`src/rtl/adder_mon_pkg.sv`:
```
// Shared types and constants for the approximate-adder error monitor.
// Holds the default datapath width and the monitor FSM state encoding.
package adder_mon_pkg;

    localparam int WIDTH = 16;
    localparam int ED_W  = WIDTH + 1;

    typedef enum logic [1:0] {
        IDLE,
        RUN,
        DRAIN,
        DONE
    } state_t;

endpackage

```
`src/rtl/error_distance.sv`:
```
// Combinational error distance between the exact and approximate sums.
// Ports: a, b, cin (adder operands); approx_sum, approx_cout (adder output); ed.
module error_distance
    import adder_mon_pkg::*;
#(
    parameter int W = WIDTH
) (
    input  logic [W-1:0] a,
    input  logic [W-1:0] b,
    input  logic         cin,
    input  logic [W-1:0] approx_sum,
    input  logic         approx_cout,
    output logic [W:0]   ed
);

    logic [W:0] exact;
    logic [W:0] approx;

    assign exact  = {1'b0, a} + {1'b0, b} + {{W{1'b0}}, cin};
    assign approx = {approx_cout, approx_sum};

    // Compare first so the unsigned subtraction never wraps.
    assign ed = (exact >= approx) ? (exact - approx) : (approx - exact);

endmodule

```
`src/rtl/adder_error_monitor.sv`:
```
// Accumulates error statistics of an approximate adder over a run of samples.
// Ports: start/in_valid/in_ready handshake, operands and approximate result in;
// busy/done status, sample/error counts, max/sum/last ED out.
module adder_error_monitor #(
    parameter int WIDTH       = 16,
    parameter int CNT_W       = 16,
    parameter int NUM_SAMPLES = 256
) (
    input  logic                   clk,
    input  logic                   rst,
    input  logic                   start,
    input  logic                   in_valid,
    output logic                   in_ready,
    input  logic [WIDTH-1:0]       op_a,
    input  logic [WIDTH-1:0]       op_b,
    input  logic                   op_cin,
    input  logic [WIDTH-1:0]       approx_sum,
    input  logic                   approx_cout,
    output logic                   busy,
    output logic                   done,
    output logic [CNT_W-1:0]       sample_count,
    output logic [CNT_W-1:0]       err_count,
    output logic [WIDTH:0]         max_ed,
    output logic [WIDTH+CNT_W:0]   sum_ed,
    output logic [WIDTH:0]         last_ed,
    output logic                   last_ed_valid
);

    import adder_mon_pkg::*;

    localparam int SW = WIDTH + 1 + CNT_W;
    localparam logic [CNT_W-1:0] LAST = CNT_W'(NUM_SAMPLES - 1);
    localparam logic [CNT_W-1:0] ONE  = CNT_W'(1);

    state_t state_q;
    state_t state_d;

    logic accept;
    logic start_ok;

    logic             s1_valid;
    logic [WIDTH-1:0] s1_a;
    logic [WIDTH-1:0] s1_b;
    logic             s1_cin;
    logic [WIDTH-1:0] s1_sum;
    logic             s1_cout;
    logic [WIDTH:0]   ed_c;
    logic             s2_valid;

    assign in_ready      = (state_q == RUN);
    assign busy          = (state_q == RUN) || (state_q == DRAIN);
    assign done          = (state_q == DONE);
    assign accept        = in_valid & in_ready;
    assign start_ok      = start & ((state_q == IDLE) || (state_q == DONE));
    assign last_ed_valid = s2_valid;

    error_distance #(.W(WIDTH)) u_ed (
        .a           (s1_a),
        .b           (s1_b),
        .cin         (s1_cin),
        .approx_sum  (s1_sum),
        .approx_cout (s1_cout),
        .ed          (ed_c)
    );

    always_comb begin
        state_d = state_q;
        unique case (state_q)
            IDLE, DONE: begin
                if (start) state_d = RUN;
            end
            RUN: begin
                if (accept && sample_count == LAST) state_d = DRAIN;
            end
            DRAIN: begin
                // Stage 2 retires on this edge, so the pipeline is empty after it.
                if (!s1_valid) state_d = DONE;
            end
            default: state_d = IDLE;
        endcase
    end

    always_ff @(posedge clk or posedge rst) begin
        if (rst) begin
            state_q      <= IDLE;
            s1_valid     <= 1'b0;
            s1_a         <= '0;
            s1_b         <= '0;
            s1_cin       <= 1'b0;
            s1_sum       <= '0;
            s1_cout      <= 1'b0;
            s2_valid     <= 1'b0;
            last_ed      <= '0;
            sample_count <= '0;
            err_count    <= '0;
            max_ed       <= '0;
            sum_ed       <= '0;
        end else begin
            state_q  <= state_d;
            s1_valid <= accept;
            s2_valid <= s1_valid;
            if (accept) begin
                s1_a    <= op_a;
                s1_b    <= op_b;
                s1_cin  <= op_cin;
                s1_sum  <= approx_sum;
                s1_cout <= approx_cout;
            end
            if (start_ok) begin
                sample_count <= '0;
                err_count    <= '0;
                max_ed       <= '0;
                sum_ed       <= '0;
                last_ed      <= '0;
            end else begin
                if (s1_valid) last_ed <= ed_c;
                if (accept) sample_count <= sample_count + ONE;
                if (s2_valid) begin
                    if (last_ed != '0) err_count <= err_count + ONE;
                    if (last_ed > max_ed) max_ed <= last_ed;
                    sum_ed <= sum_ed + SW'(last_ed);
                end
            end
        end
    end

endmodule

```
`config.mk`:
```
export PLATFORM = sky130hd
export DESIGN_NAME = adder_error_monitor
export DESIGN_NICKNAME = d
export VERILOG_FILES = /design/src/rtl/adder_mon_pkg.sv /design/src/rtl/error_distance.sv /design/src/rtl/adder_error_monitor.sv
export SDC_FILE = /design/constraint.sdc
export NUM_CORES = 1
export LEC_CHECK = 0
export ABC_AREA = 1
export BUFFER_PORTS_ARGS = -buffer_cell sky130_fd_sc_hd__buf_2
export CAP_MARGIN = 20
export CELL_PAD_IN_SITES_DETAIL_PLACEMENT = 1
export CELL_PAD_IN_SITES_GLOBAL_PLACEMENT = 1
export CORE_UTILIZATION = 45
export DETAILED_ROUTE_END_ITERATION = 7
export PLACE_DENSITY_LB_ADDON = 0.1
export SYNTH_ARGS = -nofsm -noshare
export SYNTH_HDL_FRONTEND = slang
export SYNTH_SLANG_ARGS = --single-unit
```
`constraint.sdc`:
```
create_clock -name clk -period 9.9 [get_ports clk]
set_clock_uncertainty 0.15 [all_clocks]
set_input_delay 0.495 -clock clk [delete_from_list [all_inputs] [get_ports clk]]
set_output_delay 0.495 -clock clk [all_outputs]
set_load 0.05 [all_outputs]
```
======== Yosys cells after proc, flatten, opt, wreduce, memory -nomap -nowiden ========
Cells that the tools add are included.
storage, ports and cells
  register bits ........................... 153
  output and inout port bits .............. 103
operators by class
  add/sub/neg operators ................... 7
  magnitude comparators ................... 2
  equality and inequality tests ........... 7
  muxes and demuxes ....................... 17
  bitwise logic cells ..................... 2
  reduce and logical (&&, ||, !) cells .... 14
operators by type and width
  kind                     number
  $mux W17                 6
  $mux W16                 5
  $mux W33                 2
  $sub A17 B17 Y17         2
  $add A33 B17 Y33         1
  $add A16 B1 Y16 const B  2
  $add A16 B16 Y17         1
  $add A17 B1 Y17          1
  $ge A17 B17 Y1           1
  $gt A17 B17 Y1           1
  $reduce_bool A17 Y1      1
  $eq A16 B8 Y1 const B    1
  $reduce_bool A2 Y1       5
  $mux W2                  3
  $pmux W2 S3              1
  $eq A2 B2 Y1 const B     2
  $ne A2 B2 Y1 const B     2
  $reduce_and A2 Y1        2
  $reduce_and A3 Y1        1
  $and A1 B1 Y1            2
  $eq A2 B1 Y1 const B     1
  $logic_not A2 Y1         1
  $logic_or A1 B1 Y1       2
  $ne A2 B1 Y1 const B     1
  other kinds (2)          2

======== Depth between registers and ports, before layout ========
Gate-level depths: netlist (run 1).
  depth after elaboration ................. 6
  mapped depth ............................ 24
  gate-level depth less buffers ........... 23

======== Modules after synthesis ========
A second synthesis (run 1) with hierarchy kept.
unflattened totals
  cell total of the unflattened synthesis .. 1,844
  area total of the unflattened synthesis .. 12,046.6 µm²
modules (own cells, without submodules)
  module               times used  cells each  area each (µm²)  sequential area each (µm²)
  adder_error_monitor  1           1,208       8,821.0          3,828.7
  error_distance       1           636         3,225.6          0.0

======== Worst setup path before layout (run 1) ========
No wires, ideal clock.
  path type ............................... register to register
  from .................................... register s1_a[0]
  to ...................................... register last_ed[11]
  setup time .............................. 0.066 ns
  arrival time ............................ 3.303 ns
  data required time ...................... 9.684 ns
  path slack .............................. 6.381 ns
  cell stages (with the launch flop) ...... 24
  buffers on the path ..................... 1
  period minus slack after synthesis ...... 3.519 ns
  cells stage by stage .................... dfrtp_1 -> fa_1 -> inv_1 -> fa_1 -> nand3b_1 -> nand2_1 -> a21oi_1 -> o21ai_0 -> nand2_1 -> nand2_1 -> xor2_1 -> ha_1 -> nand2_2 -> inv_2 -> nand2_2 -> nand2_2 -> nand2_2 -> nand3_2 -> nor2_4 -> nand2_4 -> buf_12 -> nand2_2 -> nand3_1 -> nand2_1
between the ends
  cells in the longest elaborated chain, start to end .. 6
  elaborated cells between the ends (all ways) .. 8
  those cells by class .................... add/sub (4); order compare (1); mux (3)
RTL lines
  element                                             line                        text
  from (decl)                                         adder_error_monitor.sv:42   logic [WIDTH-1:0] s1_a;
  from (signal assigned)                              adder_error_monitor.sv:103  s1_a <= op_a;
  $add A16 B16 Y17 *                                  error_distance.sv:19        assign exact = {1'b0, a} + {1'b0, b} + {{W{1'b0}}, cin};
  $add A17 B1 Y17 *                                   error_distance.sv:19
  $sub A17 B17 Y17 or $ge A17 B17 Y1 (tied branches)  error_distance.sv:23        assign ed = (exact >= approx) ? (exact - approx) : (approx - exact);
  $mux W17 *                                          error_distance.sv:23
  $mux W17 *                                          adder_error_monitor.sv:116  if (s1_valid) last_ed <= ed_c;
  $mux W17 *                                          adder_error_monitor.sv:109  if (start_ok) begin
  to (signal assigned)                                adder_error_monitor.sv:93   last_ed <= '0;
  to (signal assigned)                                adder_error_monitor.sv:114  last_ed <= '0;
  to (signal assigned)                                adder_error_monitor.sv:116
  to (decl)                                           adder_error_monitor.sv:25   output logic [WIDTH:0] last_ed,
Mark *: on every way between the ends. The rest lies on a longest branch, timed or not. The select of a mux whose other input is x is not followed.
A chain may end at the register's enable or synchronous reset.

======== Worst setup path after layout (run 1) ========
  from .................................... register s1_a[0]
  to ...................................... register last_ed[2]
Same word-level chain as after synthesis.

==> key figures, run 1 <==
Worst setup path
  – Required time of the critical path: 10.13 ns
  – Worst r2r src: s1_a[0]
  – Worst Reg-to-Reg Cells: 22
  – Crit path from: s1_a[0]
  – Crit Path Class: register to register
  – CP Capture Type: register
  – Reg-to-reg endpoint: last_ed[2]
  – Critical Path AT: between 4 and 5 ns
  – Critical path fanouts, max: 16
  – Flop2flop setup slack: between 5 and 6 ns
  – Startpoint types: register
  – Crit path capture: last_ed[2]

Drt
  – Vias post-DR: roughly 12k
  – WL/cell: 17.46 µm
  – Drt total wl: 39.43 mm
  – DRT Pass-1 Iters: 5
  – Antenna viol nets, final: 0
  – DRC viols: 0
  – First DRT Iteration DRCs: 648
  – Avg Vias per Cell: 5.355

Floorplanning
  – Rows: 58
  – Die W: 163.5 µm
  – Initial core utilization: between 40% and 50%
  – Vert. Die Dim: 163.5 µm
  – Die area: around 27000 µm²
  – CORE AREA: 25400 µm²
  – Num ports: between 150 and 200

Clocking
  – Clock root buffer: clkbuf_16
  – # hold bufs at CTS: 0
  – Postcts setup bufs: 0
  – Clk sinks: around 150
  – Clk Latency, worst-skew pair: 0.44 ns
  – CTS tree: built
  – Clock slew at reported path FFs: ~0.070 ns
  – CTS buffer count: 17
  – Post-CTS Resized: 0
  – CTS H-tree depth: 4
  – Buffer depth of the longest clock path: 2

Logic synthesis
  – Post-synthesis sequential area ratio: between 30% and 40%
  – Synthesis Warnings: 0
  – Top_reg_cell synth: dfrtp_1
  – Mapped Cells: about 1.8k
  – Number of synthesized register bits: 153
  – Async S/R FF share, synth: 100.0%
  – Mean Syn Cell Area: 6.629 µm²
  – Syn_nets: 1917
  – Cell Area, Synth: approximately 12000 µm²
  – Cell variety after synth: between 40 and 50
  – Count of flip-flops with a built-in enable after synthesis: 0

Cells and area
  – Nets: 2063
  – Share of layout cells above drive strength 1: about an eighth
  – Area Growth Syn to Fin: 14.17%
  – Filler cells: 3486
  – Ant. Diodes: 0

STA
  – Hold slack: 0.09229 ns
  – Post-route setup TNS: 0 ns
  – Fin. Hold Viols: 0
  – Minimum clock period: ~4.2 ns
  – RSZ-0062 raised after global routing: no
  – Fmax: roughly 240 MHz
  – Worst-Margin Slew: approximately 1.1 ns
  – Period utilisation layout: approximately 42%
  – Slew Limit Fails: 0
  – Setup violators final: 0
  – Max_slew headroom: between 20% and 30%

Global route
  – M2 GR Usage: between 50% and 60%
  – Total GRT Usage: between 30% and 40%
  – First-pass GRT wire length: between 60 and 70 mm
  – GR peak layer: met2
  – Global-route track usage on met3: around 3.3%
  – Total gr overflow: 0
  – Vias in the first global route: 12.79k
  – Initial antenna violation count: 0
  – Largest net degree at the start of global routing: 98
  – GR Util met1: between 30% and 40%

Worst hold path
  – Hold_sp: op_a[9]
  – Tightest Hold Check Type: input port to register

Placed design
  – Placer Congestion: approximately 0.9
  – I/O Buffers: about 160
  – DP HPWL: 30.65 mm

Flow run
  – Max-cap violations: 0

Status
  – Outcome: completed
worst max-delay path, stage by stage, from the launching register on:
cell and delay [ns]:
dfrtp_1 0.41, fa_1 0.47, inv_1 0.09, fa_1 0.21, nand3b_1 0.12, nand2_1 0.08
a21oi_1 0.34, o21ai_0 0.20, nand2_1 0.10, nand2_1 0.09, xor2_1 0.16, ha_1 0.41
nand2_2 0.18, inv_2 0.06, nand2_2 0.06, nand2_2 0.06, nand2_2 0.06, nand3_2 0.09
nor2_4 0.26, nand2_4 0.21, o21ai_0 0.14, nand3_1 0.09, nand2_1 0.08
cells in the mapped netlist (5+ instances only):
| cell | instances | area, µm² |
|---|---|---|
| nand2_1 | 666 | 2500 |
| inv_1 | 240 | 900.9 |
| dfrtp_1 | 153 | 3829 |
| nand3_1 | 137 | 685.7 |
| nor2_1 | 110 | 412.9 |
| ha_1 | 88 | 1101 |
| a21oi_1 | 75 | 375.4 |
| o21ai_0 | 75 | 375.4 |
| nand4_1 | 45 | 281.5 |
| xor2_1 | 25 | 219.0 |
| clkbuf_1 | 22 | 82.58 |
| nand2_2 | 18 | 112.6 |
| nor3_1 | 18 | 90.09 |
| inv_2 | 10 | 37.54 |
| or2_2 | 9 | 56.30 |
| nor4_1 | 7 | 43.79 |
| buf_2 | 6 | 30.03 |
| nand3b_1 | 6 | 45.04 |
| fa_1 | 5 | 100.1 |
| nor2_4 | 5 | 56.30 |
| xnor2_1 | 5 | 43.79 |
state kept, by name (all words and copies together) (netlist names):
register	count
err_count	16
max_ed	17
s1_b	16
last_ed	17
sum_ed	33
s1_valid	1
state_q	2
sample_count	16
last_ed_valid	1
s1_cin	1
s1_cout	1
s1_sum	16
s1_a	16
per-stage QoR:
step | cell area [µm²] | worst slack [ns] | cells | util [%]
after floorplan | 11730 | 5.134 | 1770 | -
after global routing | 13400 | 5.396 | 2259 | 52.74
after CTS | 13380 | 5.735 | 2258 | 52.66
final | 13400 | 5.721 | 2259 | 52.74
after detailed placement | 12810 | 5.769 | 2226 | 50.43
after global placement | 12810 | 5.935 | 2226 | 50.43
routing by layer:
metal / wire length, µm / vias up
li1: - / 5909
met1: 16850 / 5910
met2: 20380 / 209
met3: 1055 / 70
met4: 1151 / 0
met5: 0 / -
how the worst min path moves through the flow:
stage | to | slack [ns] | cells after the start
after floorplan | last_ed_valid | 0.25 | 0
after global placement | s1_b[7] | 0.32 | 2
after detailed placement | s1_b[9] | 0.33 | 2
after CTS | s1_a[9] | 0.08 | 3
after global routing | s1_b[13] | 0.1 | 3
final | s1_a[9] | 0.09 | 3
logic make-up after synthesis:
family                   count (synthesis)  share of synthesized area, %
AO/OA/AOI/OAI                          174                         8.008
XOR/XNOR                                30                         2.239
adder cells (fa/ha/maj)                 93                         10.24
buffers and inverters                  285                         9.352
flip-flops                             153                         32.63
AND/OR/NAND/NOR                       1035                         37.53
area by class of cell:
class | count | area (µm²) | share of cell area, %
clock buffer | 18 | 439.2 | 3.278
clock inverter | 14 | 127.6 | 0.9526
inverter | 251 | 947.2 | 7.070
tap | 330 | 412.9 | 3.082
timing repair buffer | 161 | 830.8 | 6.202
sequential | 153 | 3829 | 28.58
multi-input combinational | 1332 | 6810 | 50.84
layout by cell type, fill, tap and decap left out, drive strengths merged, types with 3 or more instances in the layout:
master | netlist | final
a21o | 4 | 4
a21oi | 75 | 75
a31o | 3 | 3
buf | 12 | 161
clkbuf | 22 | 18
clkinv | 1 | 5
dfrtp | 153 | 153
fa | 5 | 5
ha | 88 | 88
inv | 250 | 259
nand2 | 685 | 685
nand3 | 140 | 140
nand3b | 6 | 6
nand4 | 45 | 45
nor2 | 118 | 118
nor3 | 19 | 19
nor3b | 4 | 4
nor4 | 7 | 7
o21a | 3 | 3
o21ai | 75 | 75
o21bai | 4 | 4
or2 | 9 | 9
xnor2 | 5 | 5
xor2 | 25 | 25
Power of run 1 is left out: the tool's default activity adds up to more than one toggle a clock period on the data nets, which glitch-free logic cannot reach.
==> run 2, diff against run 1 <==
--- a/config.mk
+++ b/config.mk
@@ -5,12 +5,12 @@
 export SDC_FILE = /design/constraint.sdc
 export NUM_CORES = 1
 export LEC_CHECK = 0
-export ABC_AREA = 1
+export ABC_AREA = 0
 export BUFFER_PORTS_ARGS = -buffer_cell sky130_fd_sc_hd__buf_2
 export CAP_MARGIN = 20
 export CELL_PAD_IN_SITES_DETAIL_PLACEMENT = 1
 export CELL_PAD_IN_SITES_GLOBAL_PLACEMENT = 1
-export CORE_UTILIZATION = 45
+export CORE_UTILIZATION = 40
 export DETAILED_ROUTE_END_ITERATION = 7
 export PLACE_DENSITY_LB_ADDON = 0.1
 export SYNTH_ARGS = -nofsm -noshare
==> constraint.sdc (replaced) <==
create_clock -name clk -period 3.45 [get_ports clk]
set_clock_uncertainty 0.15 [all_clocks]
set_input_delay 0.1725 -clock clk [delete_from_list [all_inputs] [get_ports clk]]
set_output_delay 0.1725 -clock clk [all_outputs]
set_load 0.05 [all_outputs]
==> run 2 against run 1 <==
Net effect: the run now ends with negative setup slack left; count of clock-buffer cells in the layout unchanged; non-clock buffer count grew 191; design area grew 0.14%; area after synthesis decreased by 15%; synthesized cell count fell by 36%; global-route usage down 6.6 points; sequential share of layout area about the same; fmax is 11% lower.
==> key figures, run 2 <==
Status
  – Outcome: finished with violations
  – Failing checks: negative setup slack

Worst setup path
  – Slowest-stage cell, CP: fa_2
  – Worst r2r src: s1_a[0]
  – Critical Path AT: 4.85 ns (+0.44 ns)
  – Crit-path cells: fa_2 > inv_2 > fa_2 > inv_2 > a21oi_2 > o21bai_1 > a21o_1 > a21o_1 > a21o_4 > a211oi_2 > xnor2_1 > ha_2 > buf_6 > nand3_2 > o221ai_2 > a21o_1 > a31oi_4 > o31a_4 > mux2i_4 > buf_4 > buf_6 > o221ai_2 > xnor2_1 > o21ai_1
  – CP peak stage delay: 0.41 ns (-0.06 ns)
  – Startpoint types: register
  – Crit Path Class: register to register
  – Critical path fanouts, max: 4 (-12)
  – Worst Reg-to-Reg Cells: 24 (+9.1%)
  – CP Capture Type: register
  – Most frequent CP cell: a21o_1
  – CP delay by family, top: compound AO/OA/AOI/OAI gates
  – Worst path bufs/invs: 5 (+3)
  – Reg-to-reg endpoint: last_ed[10]
  – Critical path depth: 24 (+9.1%)
  – Crit path capture: last_ed[10]
  – Flop2flop setup slack: -1.24 ns (-6.97 ns)
  – Crit path from: s1_a[0]
  – Required time of the critical path: 3.60 ns (-6.53 ns)

Clocking
  – CTS buffer count: 17 (unchanged)
  – CTS H-tree depth: 4 (unchanged)
  – CTS tree: built
  – Buffer depth of the longest clock path: 2 (unchanged)
  – Clock root buffer: clkbuf_16
  – Clock slew at reported path FFs: 0.07 ns (about the same)
  – Clk Latency, worst-skew pair: 0.44 ns (about the same)
  – Clk sinks: 153 (unchanged)

Logic synthesis
  – Post-synth top cells: 166 x nand2_1, 153 x dfrtp_1, 105 x nor2_1
  – Top cells by area, synth: dfrtp_1 38%, ha_1 11%, nand2_1 6.2%, nor2_1 3.9%, a21oi_1 3.3%
  – Number of synthesized register bits: 153 (unchanged)
  – Synthesis Warnings: 0 (unchanged)
  – Top_reg_cell synth: dfrtp_1
  – Adder-Cell Fraction of Synth Area: 11.98% (+1.7 points)
  – Async S/R FF share, synth: 100.0% (unchanged)
  – Post-Synth XOR/XNOR Area: 5.676% (+3.4 points)
  – Most common cell in the netlist: nand2_1
  – Synth area leader: dfrtp_1
  – Cell Area, Synth: 10030 µm² (-15%)
  – Syn_nets: 1278 (-33%)
  – Cell variety after synth: 73 (+62%)
  – Post-synthesis sequential area ratio: 38.17% (+5.5 points)
  – Synth Area in Compound Gates: 17.70% (+9.7 points)
  – Mean Syn Cell Area: 8.868 µm² (+34%)
  – Main combinational cell family by area after synthesis: simple AND/OR/NAND/NOR gates
  – Synth top area share: 38.17% (+5.5 points)
  – Count of flip-flops with a built-in enable after synthesis: 0 (unchanged)
  – Mapped Cells: 1131 (-36%)
  – Synth Area in Simple Gates: 17.80% (-20 points)
  – Share of synthesized area spent on multiplexers: 3.418% (+3.4 points)

Cells and area
  – Largest regs: sum_ed x33, last_ed x17, max_ed x17
  – Share of layout cells above drive strength 1: 27.37% (+14 points)
  – Most common cell after layout, fill and taps aside: nand2_1
  – Most frequent cells in the layout: 165 x nand2_1, 156 x buf_2, 153 x dfrtp_1
  – Filler cells: 2876 (-17%)
  – Final Cell Area: 13420 µm² (+0.14%)
  – Nets: 1603 (-22%)
  – Non-filler cells, final: 1793 (-21%)
  – Flip-flop and latch area: 3829 µm² (unchanged)
  – Ant. Diodes: 0 (unchanged)
  – Multi-input gate area: 5876 µm² (-14%)
  – Reg with most FFs: sum_ed
  – Area Growth Syn to Fin: 33.76%
  – Max FFs per register: 33 (unchanged)

Floorplanning
  – Initial core utilization: 41.00% (-5.2 points)
  – Vert. Die Dim: 160.3 µm (-1.9%)
  – Num ports: 157 (unchanged)
  – Rows: 57 (-1.7%)
  – Die area: 25710 µm² (-3.8%)
  – Die W: 160.3 µm (-1.9%)
  – CORE AREA: 24460 µm² (-3.7%)

Flow run
  – Max-cap violations: 0 (unchanged)

STA
  – Setup violators final: 16 (+16)
  – Fmax: 213.0 MHz (-11%)
  – PnR worst setup slack: -1.245 ns (-6.966 ns)
  – Fin. Hold Viols: 0 (unchanged)
  – Slew Limit Fails: 0 (unchanged)
  – RSZ-0062 raised after global routing: yes
  – Period utilisation layout: 136.1% (+94 points)
  – Minimum clock period: 4.695 ns (+0.5157 ns)
  – Worst-Margin Slew: 0.8352 ns (-0.2301 ns)
  – Max_slew headroom: 44.32% (+16 points)

Global route
  – Initial antenna violation count: 0 (unchanged)
  – Total GRT Usage: 23.59% (-6.6 points)
  – First-pass GRT wire length: 49.12 mm (-23%)
  – Vias in the first global route: 9654 (-24%)
  – Total gr overflow: 0 (unchanged)
  – Largest net degree at the start of global routing: 154 (+57%)

Placed design
  – Placed cell areas: 12020 µm² (-6.1%)
  – Dpl ws: -1.341 ns (-7.110 ns)
  – I/O Buffers: 156 (unchanged)
  – DP HPWL: 21.22 mm (-31%)
  – Placer Congestion: 0.8592 (-3.3%)
  – Placed Cells: 1694 (-24%)

Drt
  – DRT Pass-1 Iters: 4 (-1)
  – DRC viols: 0 (unchanged)
  – Vias post-DR: 9219 (-24%)
  – Drt total wl: 29.61 mm (-25%)
  – Avg Vias per Cell: 5.142 (-4.0%)
  – WL/cell: 16.51 µm (-5.4%)
  – Antenna viol nets, final: 0 (unchanged)
  – First DRT Iteration DRCs: 362 (-44%)

Worst hold path
  – Tightest Hold Check Type: input port to register
## run 2: cell type report
| cell class | count | share of cell area [%] |
|---|---|---|
| repair buffers | 352 | 18.07 |
| well taps | 324 | 3.022 |
| clock inverters | 14 | 0.9886 |
| clock buffers | 18 | 3.199 |
| inverters | 84 | 2.378 |
| multi-input cells | 848 | 43.80 |
| flip-flops and latches | 153 | 28.54 |
## run 2: what timing repair did
action / in CTS / in global routing
setup buffers: 10 / 5
endpoints found under the hold margin: 204 / 0
hold buffers: 52 / 0
gates resized for setup: 23 / 16
setup endpoints to repair: 16 / 17
pin swaps: 23 / 8
## run 2: worst min-delay path by stage
stage | from | to | slack [ns] | cells past startpoint
3_5_place_dp | op_b[2] | s1_b[2] | 0.22 | 3
6_report | in_valid | s1_a[15] | 0.20 | 5
5_1_grt | in_valid | s1_a[14] | 0.26 | 5
3_3_place_gp | op_b[9] | s1_b[9] | 0.21 | 3
4_1_cts | in_valid | s1_b[14] | 0.22 | 5
2_1_floorplan | op_a[0] | s1_a[0] | 0.13 | 2
## run 2: metrics by stage
stage	TNS (ns)	utilization (%)	hold slack [ns]
4_1_cts	-18.15	54.39	0.2171
3_5_place_dp	-19.15	49.15	0.2169
3_3_place_gp	-17.63	49.15	0.2117
6_report	-18.23	54.84	0.2043
5_1_grt	-21.50	54.84	0.2574
2_1_floorplan	-12.88	-	0.1279
## run 2: kinds of logic (layout without fill, tap and decap cells)
kind of cell             Yosys count  after routing
XOR/XNOR                          65             65
AND/OR/NAND/NOR                  396            396
AO/OA/AOI/OAI                    261            261
adder cells (fa/ha/maj)           93             93
flip-flops                       153            153
buffers and inverters            130            468
multiplexers                      33             33
## run 2: worst register-to-register path, cell delays in order (launching register included)
cell	delay, ns
dfrtp_1	0.40
fa_2	0.41
inv_2	0.07
fa_2	0.21
inv_2	0.04
a21oi_2	0.11
o21bai_1	0.09
a21o_1	0.16
a21o_1	0.17
a21o_4	0.23
a211oi_2	0.20
xnor2_1	0.18
ha_2	0.36
buf_6	0.14
nand3_2	0.06
o221ai_2	0.10
a21o_1	0.21
a31oi_4	0.22
o31a_4	0.23
mux2i_4	0.27
buf_4	0.15
buf_6	0.09
o221ai_2	0.09
xnor2_1	0.14
o21ai_1	0.08
## run 2: routing by layer
layer / track usage, % / up-vias / routed length [µm]
li1: - / 4543 / -
met1: 30.53 / 4511 / 13850
met2: 41.76 / 140 / 14800
met3: 2.763 / 25 / 638
met4: 5.887 / 0 / 321
met5: 0 / - / 0
Power of run 2 is left out for the same reason.
